<file path="src/rtl/banco_write_arbiter.sv">
// banco_write_arbiter
// Round-robin arbiter that maps up to two writeback requests per cycle onto
// the register bank's C and V write ports. The two grants always target
// different registers. Granted writes are registered onto the bank ports
// one cycle later. Grants (req_ready) are combinational.
module banco_write_arbiter #(
  parameter int N_REQ  = 4,
  parameter int DATA_W = 32,
  parameter int ADDR_W = 4
) (
  input  logic                      clk,
  input  logic                      rst_n,
  input  logic                      stall,
  input  logic [N_REQ-1:0]          req_valid,
  input  logic [N_REQ*ADDR_W-1:0]   req_dir,
  input  logic [N_REQ*DATA_W-1:0]   req_din,
  output logic [N_REQ-1:0]          req_ready,
  output logic                      WE_C,
  output logic [ADDR_W-1:0]         DirC,
  output logic [DATA_W-1:0]         DinC,
  output logic                      WE_V,
  output logic [ADDR_W-1:0]         DirV,
  output logic [DATA_W-1:0]         DinV,
  output logic                      conflict
);

  localparam int               PTR_W    = $clog2(N_REQ);
  localparam logic [PTR_W:0]   N_REQ_L  = (PTR_W+1)'(N_REQ);
  localparam logic [PTR_W-1:0] PTR_ZERO = PTR_W'(0);
  localparam logic [PTR_W-1:0] PTR_ONE  = PTR_W'(1);

  // (a + b) mod N_REQ for operands already inside 0..N_REQ-1
  function automatic logic [PTR_W-1:0] f_wrap_add(input logic [PTR_W-1:0] a,
                                                  input logic [PTR_W-1:0] b);
    logic [PTR_W:0] s;
    s = {1'b0, a} + {1'b0, b};
    if (s >= N_REQ_L) begin
      s = s - N_REQ_L;
    end else begin
      s = s;
    end
    return s[PTR_W-1:0];
  endfunction

  logic [PTR_W-1:0]  r_ptr;
  logic [PTR_W-1:0]  w_ptr_nxt;
  logic [PTR_W-1:0]  w_idx;
  logic [PTR_W-1:0]  w_gc;
  logic [PTR_W-1:0]  w_gv;
  logic              w_found_c;
  logic              w_found_v;
  logic              w_defer;
  logic [ADDR_W-1:0] w_dir_c;
  logic [ADDR_W-1:0] w_dir_v;
  logic [DATA_W-1:0] w_din_c;
  logic [DATA_W-1:0] w_din_v;

  // Rotating scan from r_ptr: first valid -> port C, next valid with a different
  // register -> port V; same-register requesters seen before V is filled are deferred
  always_comb begin
    w_idx     = PTR_ZERO;
    w_gc      = PTR_ZERO;
    w_gv      = PTR_ZERO;
    w_found_c = 1'b0;
    w_found_v = 1'b0;
    w_defer   = 1'b0;
    for (int k = 0; k < N_REQ; k++) begin
      w_idx = f_wrap_add(r_ptr, PTR_W'(k));
      if (!stall && req_valid[w_idx]) begin
        if (!w_found_c) begin
          w_found_c = 1'b1;
          w_gc      = w_idx;
        end else if (!w_found_v) begin
          if (req_dir[w_idx*ADDR_W +: ADDR_W] != req_dir[w_gc*ADDR_W +: ADDR_W]) begin
            w_found_v = 1'b1;
            w_gv      = w_idx;
          end else begin
            w_defer = 1'b1;
          end
        end else begin
          // both ports taken: later requesters simply wait, no clash reported
          w_defer = w_defer;
        end
      end else begin
        w_defer = w_defer;
      end
    end
  end

  assign w_dir_c = req_dir[w_gc*ADDR_W +: ADDR_W];
  assign w_dir_v = req_dir[w_gv*ADDR_W +: ADDR_W];
  assign w_din_c = req_din[w_gc*DATA_W +: DATA_W];
  assign w_din_v = req_din[w_gv*DATA_W +: DATA_W];

  // Decode the two grant indices into the per-requester ready vector
  always_comb begin
    req_ready = {N_REQ{1'b0}};
    for (int i = 0; i < N_REQ; i++) begin
      if ((w_found_c && (w_gc == PTR_W'(i))) || (w_found_v && (w_gv == PTR_W'(i)))) begin
        req_ready[i] = 1'b1;
      end else begin
        req_ready[i] = 1'b0;
      end
    end
  end

  // Next pointer: one past the last index granted in scan order, else hold
  always_comb begin
    if (w_found_v) begin
      w_ptr_nxt = f_wrap_add(w_gv, PTR_ONE);
    end else if (w_found_c) begin
      w_ptr_nxt = f_wrap_add(w_gc, PTR_ONE);
    end else begin
      w_ptr_nxt = r_ptr;
    end
  end

  // Round-robin pointer register
  always_ff @(posedge clk or negedge rst_n) begin
    if (!rst_n) begin
      r_ptr <= PTR_ZERO;
    end else begin
      r_ptr <= w_ptr_nxt;
    end
  end

  // Bank port C register: enable follows the grant, address/data hold when idle
  always_ff @(posedge clk or negedge rst_n) begin
    if (!rst_n) begin
      WE_C <= 1'b0;
      DirC <= {ADDR_W{1'b0}};
      DinC <= {DATA_W{1'b0}};
    end else begin
      WE_C <= w_found_c;
      if (w_found_c) begin
        DirC <= w_dir_c;
        DinC <= w_din_c;
      end else begin
        DirC <= DirC;
        DinC <= DinC;
      end
    end
  end

  // Bank port V register: enable follows the grant, address/data hold when idle
  always_ff @(posedge clk or negedge rst_n) begin
    if (!rst_n) begin
      WE_V <= 1'b0;
      DirV <= {ADDR_W{1'b0}};
      DinV <= {DATA_W{1'b0}};
    end else begin
      WE_V <= w_found_v;
      if (w_found_v) begin
        DirV <= w_dir_v;
        DinV <= w_din_v;
      end else begin
        DirV <= DirV;
        DinV <= DinV;
      end
    end
  end

  // Address-clash pulse, one cycle after a requester was held back
  always_ff @(posedge clk or negedge rst_n) begin
    if (!rst_n) begin
      conflict <= 1'b0;
    end else begin
      conflict <= w_defer;
    end
  end

endmodule

</file>
<file path="config.mk">
export PLATFORM = sky130hd
export DESIGN_NAME = banco_write_arbiter
export DESIGN_NICKNAME = d
export VERILOG_FILES = /design/src/rtl/banco_write_arbiter.sv
export SDC_FILE = /design/constraint.sdc
export NUM_CORES = 1
export LEC_CHECK = 0
export ABC_CLOCK_PERIOD_IN_PS = 16900
export CAP_MARGIN = 20
export CELL_PAD_IN_SITES_DETAIL_PLACEMENT = 1
export CELL_PAD_IN_SITES_GLOBAL_PLACEMENT = 2
export CORE_ASPECT_RATIO = 1.5
export CORE_MARGIN = 2
export CORE_UTILIZATION = 27
export DETAILED_ROUTE_END_ITERATION = 10
export PLACE_DENSITY = 0.95
export SETUP_SLACK_MARGIN = 0.02
export SYNTH_ARGS = -nofsm -noshare
export SYNTH_HDL_FRONTEND = slang
export SYNTH_SLANG_ARGS = --single-unit
</file>
<file path="constraint.sdc">
create_clock -name clk -period 16.9 [get_ports clk]
set_input_delay 3.38 -clock clk [delete_from_list [all_inputs] [get_ports clk]]
set_output_delay 3.38 -clock clk [all_outputs]
set_load 0.01 [all_outputs]
</file>
==> metrics.cfg <==
[outcome]
outcome=completed

[synthesis]
synth.area.mux_share=0.2023
synth_compound_area_frac=0.2087
avgSynthCellArea_um2=8.019
ys.flop_type=dfrtp_1
synth_top_area_frac=0.3073
ys_ff_latch=77
synthArstFlopShare=1.000
syn-cell-area_um2=6271
synth_area_leaders=dfrtp_1 31%, mux2i_1 10%, nand2_1 7.4%
synth_adder_area_share=0.001995
synth_edf_count=0
synthCells=782
ys_warn_count=0
ys_seq_area_frac=0.3073
yosys.area_share.simple=0.2161
synth-xor-area-share=0.008380
synth_top_family_by_area=simple AND/OR/NAND/NOR gates
synth_fp_nets=934
yosys.area.top_type=dfrtp_1
synth.distinct_cells=63

[timing]
fin_crit_ns=12.91
tightestPinTransition_ns=0.9627
setup_violations=0
slew_headroom=0.3582
fin_crit_sh=0.7637
hold_violations=0
rsz0062_at_grt=no
fmax_mhz=77.48
finalSetupTns_ns=0
whs_ns=0.4794
maxSlewViolCount=0
clock_skew_ns=0.01221

[floorplanning]
die_h_um=190.7
design.core.area_um2=22890
die-width_um=128.4
initial_utilization=0.2740
die-area_um2=24490
rows=68
io_pins=230

[worst_hold_path]
holdCritStartpoint=DinC[25]$_DFFE_PN0P_
hp-class=reg2reg

[global_routing]
grt_max_degree=79
track_usage=0.2056
antenna_found_initial=0
overflow=0
grt_pass1_wl_um=39630
first_global_vias=7309

[placement]
port_buffers=229
placed_area_um2=8721
hpwl_um=18100
gp_congestion=0.8264

[worst_setup_path]
end_kind=output pin
crit_start=req_valid[1]
crit_type=in2out
start_kind=input port
cp_cell_sequence=clkdlybuf4s50_1 -> mux2_2 -> nor2_1 -> a211oi_1 -> ha_1 -> nor3b_1 -> a32o_1 -> nor2_2 -> mux2i_1 -> mux2i_1 -> xor2_1 -> o311ai_2 -> nand2_1 -> o221ai_4 -> buf_4 -> buf_4 -> nand2_1 -> o21ai_0 -> clkdlybuf4s50_1
critPathBufInv=4
arrival_ns=9.53
critical_path.slowest_cell=buf_4
crit_family=buffers and inverters
worstPathRequired_ns=13.52
cp_max_fo=50
r2r-start=r_ptr[0]$_DFFE_PN0P_
slowest_delay_ns=0.72

[clock_tree]
cts_resized=0
cts_tree=yes
clock_path_buffers=2
insertion_delay_ns=0.34
cts_buffers=9
cts_hold_buf=0
cts-root-buf=clkbuf_16
path_clk_slew_ns=0.07
cts.htree.levels=3
post_cts_buffers=0
cts_sinks=77

[power_and_ir_drop]
p_per_area_nw_per_um2=218.2
total_power_mw=1.975
ir_worst_vdd_uv=104.3
p_leak_nw=3.528

[finish]
area_growth_syn_to_layout_pct=44.33
utilization=0.3955
drive_gt1_frac=0.08188
fillers=2706
stdcell_area_um2=9051
diodes=0
nNetsFinal=1125

[detailed_routing]
drt_iter0_drc=327
drc=0
post_drt_wl_per_cell_um=20.08
wirelength_um=25240
ant_nets=0
num_vias=6728
dr.pass1.iters=4
vias_per_cell=5.352

[run]
cap_violations=0

-- final timing paths --
check,cells after the start,slack (ns),endpoint
max,19,3.99,req_ready[3]
min,2,0.48,DinC[25]$_DFFE_PN0P_
max reg2reg,19,10.72,DinV[11]$_DFFE_PN0P_
min reg2reg,2,0.48,DinC[25]$_DFFE_PN0P_
max in group asynchronous,2,12.85,DinC[28]$_DFFE_PN0P_
min in group asynchronous,1,2.86,DinC[8]$_DFFE_PN0P_
-- flip-flops by register name, summed over array words and instances (netlist names) --
register / cells
DirC: 4
conflict: 1
WE_V: 1
DinV: 32
DinC: 32
DirV: 4
r_ptr: 2
WE_C: 1
-- layout make-up --
class	count	area, um2	share of cell area
repair buffers	242	2387	0.2638
inverters	10	37.54	0.004147
well taps	280	350.3	0.03871
clock buffers	11	232.7	0.02571
multi-input cells	633	4019	0.4440
clock inverters	4	97.59	0.01078
flip-flops and latches	77	1927	0.2129
-- where the power goes --
group	switching, mW	leakage [nW]	internal, mW
Combinational	0.791	2.47	0.608
Sequential	0.0591	0.906	0.292
Clock	0.0807	0.156	0.144
-- layout by cell type (no fill, tap or decap), types with 3 or more instances in the layout --
master,n
nor4_1,3
o22ai_1,20
buf_4,14
mux4_2,16
a211oi_1,4
mux2i_1,63
clkbuf_16,9
nor3_1,6
mux2_2,20
a2bb2oi_1,22
nand3b_1,3
a21boi_0,3
clkdlybuf4s50_1,228
inv_1,8
nor3b_1,4
nand3_1,38
o21ai_1,20
dfrtp_1,77
xor2_1,6
nand2_1,124
nor2b_1,3
bufinv_16,3
nor2_1,117
a21oi_1,21
o211a_1,3
a32o_1,4
and3b_1,3
o21ai_0,83
-- cell families after synthesis --
kind of cell	after synthesis
adders and majority gates	1
and+or+nand+nor	317
DFF	77
muxes	103
xor gates and xnor gates	6
buffers and inverters	72
AOI/OAI and AO/OA	206
-- layer usage --
metal  vias to the layer above  global-route usage  wire length (um)
met3                        37             0.04181              1312
met5                         -                   0                 0
met2                       176              0.3828             13460
met1                      3334              0.2300              9872
li1                       3181                   -                 -
met4                         0             0.06847               595
-- metrics by stage --
step	instances	setup slack (ns)
6_report	1257	3.993
4_1_cts	1257	4.069
3_3_place_gp	1242	4.232
5_1_grt	1257	3.644
2_1_floorplan	782	6.642
3_5_place_dp	1242	4.062
-- synthesized netlist by cell type, types with 4 or more instances --
cell	number
nor3_1	6
mux2_2	20
dfrtp_1	77
o21ai_1	20
a2bb2oi_1	22
buf_2	7
xor2_1	6
nand3_1	38
nor2b_1	4
nand2_1	124
o22ai_1	20
a32o_1	4
inv_1	8
a21oi_1	21
clkbuf_1	42
a211oi_1	4
nor3b_1	4
buf_6	6
mux2i_1	63
nor2_1	117
mux4_2	16
o21ai_0	84
-- tightest hold or removal path: cells and delay by family (launching register included) --
| kind | cells | cell delay (ns) |
|---|---|---|
| DFF | 1 | 0.34 |
| AOI/OAI and AO/OA | 1 | 0.06 |
| and+or+nand+nor | 1 | 0.05 |
No activity file was read; power rests on OpenSTA's default activity.
